===== src/rtl/axi_ad9364_pat_mon_pkg.sv =====
// Shared definitions for the AD9364 receive-side pattern monitor:
// state encodings, default test-sequence values and counter width.
package axi_ad9364_pat_mon_pkg;

  typedef enum logic [1:0] {
    ST_IDLE   = 2'd0,
    ST_SEARCH = 2'd1,
    ST_LOCKED = 2'd2,
    ST_RSVD   = 2'd3
  } state_t;

  localparam int unsigned CNT_W = 32;

  localparam logic [11:0] PAT_I1 = 12'o3777;
  localparam logic [11:0] PAT_I2 = 12'o0000;
  localparam logic [11:0] PAT_I3 = 12'o4000;
  localparam logic [11:0] PAT_Q1 = 12'o3737;
  localparam logic [11:0] PAT_Q2 = 12'o1737;
  localparam logic [11:0] PAT_Q3 = 12'o0000;

  // Sequence index advance, wrapping 2 -> 0.
  function automatic logic [1:0] next_idx(input logic [1:0] idx);
    return (idx >= 2'd2) ? 2'd0 : idx + 2'd1;
  endfunction

endpackage


===== src/rtl/axi_ad9364_pat_cnt.sv =====
// Saturating event counter with synchronous clear; clear beats increment.
module axi_ad9364_pat_cnt
  import axi_ad9364_pat_mon_pkg::*;
(
  input  logic             clk,
  input  logic             rstn,
  input  logic             inc,
  input  logic             clr,
  output logic [CNT_W-1:0] count
);

  logic [CNT_W-1:0] cnt_q;

  always_ff @(posedge clk or negedge rstn) begin
    if (!rstn) begin
      cnt_q <= '0;
    end else if (clr) begin
      cnt_q <= '0;
    end else if (inc && (cnt_q != '1)) begin
      cnt_q <= cnt_q + 1'b1;
    end
  end

  assign count = cnt_q;

endmodule


===== src/rtl/axi_ad9364_pat_mon.sv =====
// Receive-side monitor for the looped-back 3-entry I/Q test sequence:
// locks onto the sequence, flags loss of sync, counts matches and errors.
module axi_ad9364_pat_mon
  import axi_ad9364_pat_mon_pkg::*;
#(
  parameter logic [11:0] IDATA1     = PAT_I1,
  parameter logic [11:0] IDATA2     = PAT_I2,
  parameter logic [11:0] IDATA3     = PAT_I3,
  parameter logic [11:0] QDATA1     = PAT_Q1,
  parameter logic [11:0] QDATA2     = PAT_Q2,
  parameter logic [11:0] QDATA3     = PAT_Q3,
  parameter int unsigned LOCK_COUNT = 4,
  parameter int unsigned MISS_LIMIT = 3,
  parameter int unsigned TIMEOUT    = 64
) (
  input  logic             clk,
  input  logic             rstn,
  input  logic             mon_enable,
  input  logic             mon_clear,
  input  logic             adc_valid,
  input  logic [11:0]      adc_data_i1,
  input  logic [11:0]      adc_data_q1,
  input  logic             adc_status,
  output logic             mon_locked,
  output logic             mon_oos,
  output logic             mon_err,
  output logic [1:0]       mon_state,
  output logic [CNT_W-1:0] err_count,
  output logic [CNT_W-1:0] match_count
);

  state_t      state, state_nxt;
  logic [1:0]  exp_idx, idx_nxt;
  logic [3:0]  run, run_nxt;
  logic [3:0]  miss, miss_nxt;
  logic [15:0] gap, gap_nxt;
  logic [2:0]  hit;
  logic        exp_hit;
  logic [1:0]  hit_idx;
  logic        err_ev, match_ev, lose;

  assign hit[0] = (adc_data_i1 == IDATA1) && (adc_data_q1 == QDATA1);
  assign hit[1] = (adc_data_i1 == IDATA2) && (adc_data_q1 == QDATA2);
  assign hit[2] = (adc_data_i1 == IDATA3) && (adc_data_q1 == QDATA3);

  always_comb begin
    case (exp_idx)
      2'd0:    exp_hit = hit[0];
      2'd1:    exp_hit = hit[1];
      default: exp_hit = hit[2];
    endcase
    hit_idx = hit[0] ? 2'd0 : (hit[1] ? 2'd1 : 2'd2);
  end

  always_comb begin
    state_nxt = state;
    idx_nxt   = exp_idx;
    run_nxt   = run;
    miss_nxt  = miss;
    gap_nxt   = gap;
    err_ev    = 1'b0;
    match_ev  = 1'b0;
    lose      = 1'b0;
    if (!mon_enable) begin
      state_nxt = ST_IDLE;
      idx_nxt   = '0;
      run_nxt   = '0;
      miss_nxt  = '0;
      gap_nxt   = '0;
    end else begin
      case (state)
        ST_IDLE: begin
          state_nxt = ST_SEARCH;
          idx_nxt   = '0;
          run_nxt   = '0;
        end
        ST_SEARCH: begin
          if (!adc_status) begin
            run_nxt = '0;
          end else if (adc_valid) begin
            // An in-order match extends the run; any other entry restarts it at 1.
            if ((run != '0) && exp_hit) begin
              run_nxt = run + 4'd1;
              idx_nxt = next_idx(exp_idx);
            end else if (|hit) begin
              run_nxt = 4'd1;
              idx_nxt = next_idx(hit_idx);
            end else begin
              run_nxt = '0;
            end
            if (run_nxt == 4'(LOCK_COUNT)) begin
              state_nxt = ST_LOCKED;
              run_nxt   = '0;
              miss_nxt  = '0;
              gap_nxt   = '0;
            end
          end
        end
        ST_LOCKED: begin
          if (!adc_status) begin
            lose = 1'b1;
          end else if (adc_valid) begin
            // Index advances on every sample so a single bit error keeps alignment.
            idx_nxt = next_idx(exp_idx);
            gap_nxt = '0;
            if (exp_hit) begin
              match_ev = 1'b1;
              miss_nxt = '0;
            end else begin
              err_ev   = 1'b1;
              miss_nxt = miss + 4'd1;
              if (miss_nxt == 4'(MISS_LIMIT)) lose = 1'b1;
            end
          end else begin
            gap_nxt = gap + 16'd1;
            if (gap == 16'(TIMEOUT - 1)) lose = 1'b1;
          end
          if (lose) begin
            state_nxt = ST_SEARCH;
            run_nxt   = '0;
            miss_nxt  = '0;
            gap_nxt   = '0;
          end
        end
        default: state_nxt = ST_IDLE;
      endcase
    end
  end

  always_ff @(posedge clk or negedge rstn) begin
    if (!rstn) begin
      state   <= ST_IDLE;
      exp_idx <= '0;
      run     <= '0;
      miss    <= '0;
      gap     <= '0;
      mon_err <= 1'b0;
      mon_oos <= 1'b0;
    end else begin
      state   <= state_nxt;
      exp_idx <= idx_nxt;
      run     <= run_nxt;
      miss    <= miss_nxt;
      gap     <= gap_nxt;
      mon_err <= err_ev;
      mon_oos <= mon_clear ? lose : (mon_oos | lose);
    end
  end

  assign mon_locked = (state == ST_LOCKED);
  assign mon_state  = state;

  axi_ad9364_pat_cnt u_err_cnt (
    .clk   (clk),
    .rstn  (rstn),
    .inc   (err_ev),
    .clr   (mon_clear),
    .count (err_count)
  );

  axi_ad9364_pat_cnt u_match_cnt (
    .clk   (clk),
    .rstn  (rstn),
    .inc   (match_ev),
    .clr   (mon_clear),
    .count (match_count)
  );

endmodule

===== config.mk =====
export PLATFORM = sky130hd
export DESIGN_NAME = axi_ad9364_pat_mon
export DESIGN_NICKNAME = d
export VERILOG_FILES = /design/src/rtl/axi_ad9364_pat_mon_pkg.sv /design/src/rtl/axi_ad9364_pat_cnt.sv /design/src/rtl/axi_ad9364_pat_mon.sv
export SDC_FILE = /design/constraint.sdc
export NUM_CORES = 1
export LEC_CHECK = 0
export CELL_PAD_IN_SITES_DETAIL_PLACEMENT = 1
export CELL_PAD_IN_SITES_GLOBAL_PLACEMENT = 2
export CORE_UTILIZATION = 32
export CTS_CLUSTER_SIZE = 40
export DETAILED_ROUTE_END_ITERATION = 8
export GPL_TIMING_DRIVEN = 1
export PLACE_DENSITY_LB_ADDON = 0.1
export SETUP_SLACK_MARGIN = 0.05
export SLEW_MARGIN = 40
export SYNTH_ARGS = -nofsm -noshare
export SYNTH_HDL_FRONTEND = slang
export SYNTH_SLANG_ARGS = --single-unit
export TNS_END_PERCENT = 100

===== constraint.sdc =====
create_clock -name clk -period 3.2 [get_ports clk]
set_input_delay 0.48 -clock clk [delete_from_list [all_inputs] [get_ports clk]]
set_output_delay 0.48 -clock clk [all_outputs]
set_load 0.03 [all_outputs]

==> results of run 1 <==
## state kept, by name, summed over array words and instances, names as in the netlist
register and cells:
u_match_cnt.count 32, mon_oos 1, mon_err 1, run 4, gap 16, exp_idx 2, u_err_cnt.count 32, miss 4
mon_state 2
## logic make-up (layout without fill, tap and decap cells)
family	Yosys count	count (layout)	share of synthesized area
simple gates	316	316	0.308
compound gates	109	109	0.124
flops	94	94	0.424
buf+inv	47	155	0.0376
xor+xnor	46	46	0.0725
fa+ha+maj	11	11	0.0248
mux	5	5	0.0101
## worst min-delay path by stage
| stage | from | endpoint | slack (ps) | cells after the start |
|---|---|---|---|---|
| after CTS | rstn | gap[9]$_DFFE_PN0P_ | 30 | 1 |
| after global placement | rstn | gap[9]$_DFFE_PN0P_ | 410 | 1 |
| after global routing | rstn | gap[9]$_DFFE_PN0P_ | 40 | 1 |
| after floorplan | rstn | exp_idx[0]$_DFFE_PN0P_ | 180 | 0 |
| final | rstn | gap[9]$_DFFE_PN0P_ | 30 | 1 |
| after detailed placement | rstn | gap[9]$_DFFE_PN0P_ | 420 | 1 |
## synth_stat cells (all sizes together), types with 4 or more instances
cell | instances | area share
a21oi | 23 | 0.021
inv | 21 | 0.014
xor2 | 12 | 0.019
xnor2 | 34 | 0.054
or2 | 4 | 0.0045
clkbuf | 14 | 0.0095
nor2 | 73 | 0.050
and3 | 14 | 0.016
or3 | 20 | 0.023
and4 | 7 | 0.011
nand3b | 5 | 0.0068
dfrtp | 94 | 0.42
nand2b | 7 | 0.0092
and2 | 11 | 0.012
buf | 12 | 0.014
o21ai | 50 | 0.045
ha | 11 | 0.025
nand4 | 28 | 0.034
nor3 | 27 | 0.026
nor4 | 16 | 0.019
a31oi | 7 | 0.0079
nor2b | 5 | 0.0056
o31ai | 7 | 0.012
nand3 | 40 | 0.039
nand2 | 48 | 0.032
## layer usage
metal	global-route usage	share of wire
met1	0.240	0.46
met2	0.339	0.50
met3	0.0297	0.022
met4	0.0657	0.013
met5	0	0
## worst reg2reg max path, cell delays in order (launching register included)
cell and delay [ps]:
sky130_fd_sc_hd__dfrtp_1 420, sky130_fd_sc_hd__inv_1 140, sky130_fd_sc_hd__ha_1 390, sky130_fd_sc_hd__nand2_1 150, sky130_fd_sc_hd__nor2_1 180, sky130_fd_sc_hd__a21boi_2 260, sky130_fd_sc_hd__buf_12 190, sky130_fd_sc_hd__nand4_1 260
sky130_fd_sc_hd__or3_1 400, sky130_fd_sc_hd__a21oi_1 170
## area by class of cell
cell class,instances,area (um2),area share
Tap cell,220,275,0.0384
Clock inverter,5,81.3,0.0113
Multi-Input combinational cell,487,2990,0.417
Timing Repair Buffer,118,1160,0.162
Sequential cell,94,2350,0.328
Inverter,21,78.8,0.0110
Clock buffer,11,233,0.0324
## metrics by stage
| step | util | setup slack, ps | hold slack, ps | std cells | cell area, um2 |
|---|---|---|---|---|---|
| floorplan | - | 703 | 184 | 628 | 5550 |
| global placement | 0.409 | 178 | 406 | 940 | 6860 |
| detailed placement | 0.409 | 66.0 | 416 | 940 | 6860 |
| CTS | 0.428 | 445 | 27.7 | 956 | 7170 |
| global route | 0.428 | 217 | 38.7 | 956 | 7170 |
| finish | 0.428 | 435 | 30.0 | 956 | 7170 |
## power groups by stage
stage / clock network, W / logic [W] / registers, W
final: 0.00120 / 0.000340 / 0.00121
after global routing: 0.00128 / 0.000372 / 0.00121
after CTS: 0.00123 / 0.000345 / 0.00121
after detailed placement: 0 / 0.000344 / 0.00123
after global placement: 0 / 0.000335 / 0.00123
after floorplan: 0 / 0.000162 / 0.00125
==> run summary, run 1 <==
Summed over all layers, the global routing overflow is 0. The total of warnings raised by yosys is 0. Max-slew violation total from the final report: 0. Dividing the detail-routed via count by the number of cells gives 5.32. At the pin with the least slew margin, the transition time is 703 ps. Before antenna repair, the detailed router went through 4 iterations.

Total power divided by cell area: 383 mW/mm2. Highest-delay cell along the critical path: sky130_fd_sc_hd__nor4_1. Internal power contribution: 0.00202 W. The worst setup slack for register-to-register paths is 580 ps. Tightest slew margin relative to the limit: 0.531. The kind of end point of the critical path is a flip-flop. Routability-driven placement finished with a final weighted congestion of 0.762. Timing would allow up to 0.362 GHz.

The number of setup buffers added after CTS was 0. For the final routed database, the setup TNS stands at 0 ps. Data on the critical path arrives at its endpoint at 3050 ps.

The logic depth of the worst setup path including buffers is 9, and the core area is 0.0168 mm2. The number of buffer and inverter instances along the worst setup path was 2. The tools report the aggregate global-route resource usage as 0.193. During I/O placement, the number of pins put on the boundary was 99. The tools report the portion of the post-synthesis area used by sequential elements as 0.424. Leaving out fill and tap cells, the most frequent cell in the layout is sky130_fd_sc_hd__clkdlybuf4s50_1. The number of nets produced by synthesis is 669.

The flow ran to the end, and the final reports show no timing, DRC or antenna violations. After detailed routing, the average wire length per cell comes to 17.1 um. Measured along the y axis, the die boundary spans 134 um. The post-route fraction of the period consumed by the critical path came out at 0.864. Summed over all nets, the half-perimeter wirelength after detailed placement is 11.8 mm.

The final critical path time including I/O delays and setup works out to 2760 ps. Setup repair after global routing left no endpoint under its margin. The maximum buffer depth of the clock tree was 2. Traced cell by cell, the critical path runs through clkdlybuf4s50_1, nor4_1, and4_1, nand2_1, a21boi_2, buf_12, nand4_1, or3_1, a21oi_1.

The run gives 0 as the final hold violation count. The average instance in the mapped netlist occupies 8.84 um2. TritonCTS built the clock tree.

The tightest min-delay check is of the in -> async type. Final net count: 772. Max-cap violations in this run came to 0. After detailed routing, the number of remaining DRC violations is 0.

The initialized floorplan defines 47 standard-cell rows. The clock slew seen by the registers of the worst setup and hold paths is 80 ps. Clock latency of the later-clocked register in the worst-skew pair: 360 ps. The routed layout has 5087 vias. The worst setup path startpoint was adc_data_q1[3].

Leaving out fill and tap cells, the most frequent cells in the layout are 96 x sky130_fd_sc_hd__clkdlybuf4s50_1, 94 x sky130_fd_sc_hd__dfrtp_1, 72 x sky130_fd_sc_hd__nor2_1. The post-synthesis instance area is 0.00555 mm2. The sum of routed wire length over all layers is 16.4 mm, and the count of hold buffers inserted by post-cts repair is 0. In this run the remaining antenna-violating nets after routing total 0.

The H-tree was split into 3 levels. Setup violations remaining at the end of the flow were counted as 0. The die covers 0.0179 mm2.

For the relative contribution of combinational cells to total power, the log shows 0.124. Number of clock sinks seen by CTS: 94. Among cell families on the critical path, the largest total delay comes from simple AND/OR/NAND/NOR gates.

Among all flip-flop cells after synthesis, the most frequent one is sky130_fd_sc_hd__dfrtp_1. In this run the tool buffered the top-level ports with 98 buffer cells. The initial cell density of the core came out at 0.331.

In this run the worst path has a maximum fanout of 21. Once the clock tree was built, the resizer swapped 0 gates to a different size. 0 antenna diodes ended up in the layout. The run gives 628 as the gate count of the mapped netlist. The number of clock buffers added by TritonCTS is 9.

The cell leakage power was 2.71 nW; the switching portion of total power was 0.263. The critical path is of the in -> reg type. The fraction of registers with async set or reset after synthesis came out at 1.00.

For the worst setup skew after layout, the log shows 11.0 ps. The global-route wire length before repair came out at 27.6 mm. The cell sitting at the root of the clock tree is a sky130_fd_sc_hd__clkbuf_16. The required time of the worst setup path came out at 3480 ps. After the first detailed-routing iteration, the DRC count stood at 158.

The count of distinct cell types in the synthesized netlist came out at 62. The termination of the worst setup path is u_match_cnt.count[17]$_DFFE_PN0P_. Entering global routing, the biggest net connects 46 pins.

The layout has 1962 filler cells. The tools report the critical register-to-register path startpoint as mon_state[0]$_DFFE_PN0P_. Overall power consumption after layout is estimated at 0.00275 W.

The share of power burned in the clock network is 0.436. In this design, the stage delay of the slowest critical-path cell is 490 ps. The synthesized design contains 94 register bits. The number of global-route vias before repair came out at 5450.

The depth of the worst register-to-register path is 9, and the switching power total is 0.000724 W. Number of antenna violations at the first check in global routing: 0. The endpoint identified for the worst register-to-register timing path is u_match_cnt.count[17]$_DFFE_PN0P_. The power share of the sequential group was 0.441. STA classifies the critical path startpoint as a primary input.

The share of final-layout standard cells stronger than drive strength 1 was 0.0829. Relative to the synthesized area, the layout overhead comes to 29.2%. Number of enable-type register cells in the synthesized netlist: 0. The horizontal die dimension is 134 um.

The largest vdd supply drop came out at 0.256 mV.
Power figures use the tool's default switching activity.
==> inputs of run 2 (changes only) <==
--- a/config.mk
+++ b/config.mk
@@ -11,7 +11,7 @@
 export CTS_CLUSTER_SIZE = 40
 export DETAILED_ROUTE_END_ITERATION = 8
 export GPL_TIMING_DRIVEN = 1
-export PLACE_DENSITY_LB_ADDON = 0.1
+export PLACE_DENSITY = 0.79
 export SETUP_SLACK_MARGIN = 0.05
 export SLEW_MARGIN = 40
 export SYNTH_ARGS = -nofsm -noshare
==> run 2 against run 1 <==
Sequential power barely moved. Core utilization fell by 0.53 points. Clock-buffer cell count shrank 2. Critical path depth is 1 higher. Flip-flop and latch count unchanged. Design area down 1.2%. Cell count fell by 0.52%. Critical endpoint unchanged. Setup slack got worse by 90 ps. Combinational power shrank 4%. Via count did not move. Hold slack better by 85 ps. Largest cell class unchanged.
==> run summary, run 2 (synthesis gave the netlist of run 1 again) <==
The run finished with clean final reports. Tightest slew margin relative to the limit: 0.474. The initial cell density of the core came out at 0.331.

The detailed router placed 5087 vias in this run. The sequential cells in the finished layout cover a total of 0.00235 mm2. The library cell used most frequently in the layout, excluding fill and tap cells, is sky130_fd_sc_hd__clkdlybuf4s50_1. The logs give 0 for the post-detailed-route DRC marker count and 0.00299 mm2 for the area taken by multi-input logic gates.

The first-iteration detailed-routing DRC count came out at 280. At the worst endpoint, the required time is 3460 ps. Dividing the detail-routed wire length by the instance count gives 16.7 um. After global routing the overflow that remains totals 0. The first TritonRoute pass finished after 4 iterations. The region available for standard cell placement spans 0.0168 mm2. The run gives 2 as the maximum buffer depth of the clock tree. The horizontal die dimension is 134 um. Of all nets on the critical path, the largest fanout is 21.

The peak per-stage delay on the critical path came out at 460 ps. At the pin with the least slew margin, the transition time is 790 ps. Hold timing on the final database bottoms out at a slack of 115 ps. The tools report the last weighted congestion value of the routability-driven placer as 0.799. For the cell leakage power, the log shows 2.67 nW. The total negative slack is 0 ps, and the number of antenna violations at the first check in global routing is 0. The run gives 0.0179 mm2 as the die footprint. The run gives 767 as the final net count.

The tools report the launching element type of the critical path as a primary input. The height of the chip was 134 um. In this run the worst hold path is classified as in -> async. The first global-routing pass estimated 26.6 mm of wire. The slowest stage of the critical path is the sky130_fd_sc_hd__clkdlybuf4s50_1 cell. Across the VDD grid, the largest voltage drop is 0.238 mV. The max-slew violation total from the final report was 0; the sum of routed wire length over all layers was 15.8 mm.

The depth of the worst register-to-register path works out to 8. Setup repair after global routing left no endpoint under its margin. For the final database, setup skew stands at 7.46 ps. The count of hold buffers inserted by post-cts repair came out at 0. The final hold violation count was 0. The clock latency of the later-clocked register in the worst-skew pair came out at 350 ps. For the finished layout, the period the worst path requires is 2850 ps. Number of port buffers: 98. Aggregate global-route resource usage: 0.185.

Placed wire-length estimate: 11.6 mm. Entering global routing, the biggest net connects 59 pins. The total power divided by cell area was 365 mW/mm2. The library cells used most frequently in the layout, excluding fill and tap cells, are 96 x sky130_fd_sc_hd__clkdlybuf4s50_1, 94 x sky130_fd_sc_hd__dfrtp_1, 72 x sky130_fd_sc_hd__nor2_1. The share of final-layout standard cells stronger than drive strength 1 is 0.0793. Kind of end point of the critical path: a flip-flop. The critical path goes through clkdlybuf4s50_1, nor4_1, and4_1, buf_4, nand2_1, a21boi_2, buf_12, nand4_1, or3_1, a21oi_1. OpenSTA, run right after detailed placement, puts the worst setup slack at -1.65 ps. Dividing the detail-routed via count by the number of cells gives 5.35.

The number of clock buffers added by TritonCTS is 9. Pin placement for this block handled 99 I/O pins. The tools report the clock root buffer master as sky130_fd_sc_hd__clkbuf_16. Clock-pin slew was measured on the worst setup and hold paths at 70 ps. The number of setup buffers added after CTS is 0.

The repair_antennas step left the layout with diodes totalling 0. Once routing completed, OpenROAD measured the worst setup slack at 346 ps. The logs give 0 for the number of setup violations in the final report and 0 for the antenna violation net count after detailed routing. The area growth from synthesis to final layout is 27.6%. The run gives 0.350 GHz as the achievable frequency. Across the run, the number of max-cap violations was 0. The post-route fraction of the period consumed by the critical path is 0.892, and the number of gates resized after CTS is 0.

TritonCTS built the clock tree. The critical path is of the in -> reg type. In this run the core area contains 47 standard-cell rows. The logs give 3120 ps for the signal arrival time at the worst endpoint and 3 for the H-tree depth reported by CTS.

The number of clock sinks seen by CTS was 94; the number of filler instances in the final layout was 1920. The number of global-route vias before repair is 5316, and the post-route total power is 0.00259 W.
==> run 2: cell count changes in the layout (fill, tap and decap cells not counted), sizes merged <==
cell and delta:
buf -5, bufinv -2, inv +1, clkbuf -2, clkinvlp -1, clkinv +4
==> run 2: final cells by class <==
| class | instances | share of cell area |
|---|---|---|
| clock inverters | 7 | 0.00830 |
| clock buffers | 9 | 0.0318 |
| inverters | 21 | 0.0111 |
| flip-flops and latches | 94 | 0.332 |
| well taps | 220 | 0.0388 |
| repair buffers | 113 | 0.156 |
| multi-input cells | 487 | 0.422 |
==> run 2: through the flow <==
step                      cell area, um2   util  cells
after global routing                7090  0.423    951
after global placement              6800  0.406    935
after detailed placement            6800  0.406    935
after CTS                           7080  0.423    951
final                               7090  0.423    951
after floorplan                     5550      -    628
==> run 2: final timing paths <==
path | from | to | slack (ps)
max in group asynchronous | rstn | mon_state[1]$_DFFE_PN0P_ | 2340
worst max register to register | u_err_cnt.count[0]$_DFFE_PN0P_ | u_err_cnt.count[0]$_DFFE_PN0P_ | 590
min in group clk | gap[15]$_DFFE_PN0P_ | gap[15]$_DFFE_PN0P_ | 490
worst min-delay path | rstn | u_match_cnt.count[12]$_DFFE_PN0P_ | 110
worst min register to register | gap[15]$_DFFE_PN0P_ | gap[15]$_DFFE_PN0P_ | 490
worst max-delay path | adc_data_i1[3] | u_match_cnt.count[17]$_DFFE_PN0P_ | 350
==> run 2: critical path, delay by kind of cell <==
| kind | cells | cell delay, ps |
|---|---|---|
| AOI/OAI and AO/OA | 2 | 370 |
| buffers and inverters | 3 | 810 |
| and+or+nand+nor | 5 | 1450 |
==> run 2: power breakdown <==
group	leakage, nW	total, W	switching (W)	internal (W)
Clock	0.143	0.00105	0.000509	0.000540
Sequential	1.31	0.00121	0.0000143	0.00120
Combinational	1.22	0.000326	0.000196	0.000130
==> run 2: layer usage <==
layer	wire, um	global-route usage	vias to the layer above	part of all wire
met4	278	0.0676	0	0.018
met5	0	0	-	0
met3	424	0.0247	17	0.027
li1	-	-	2448	-
met2	7960	0.327	79	0.50
met1	7180	0.229	2543	0.45
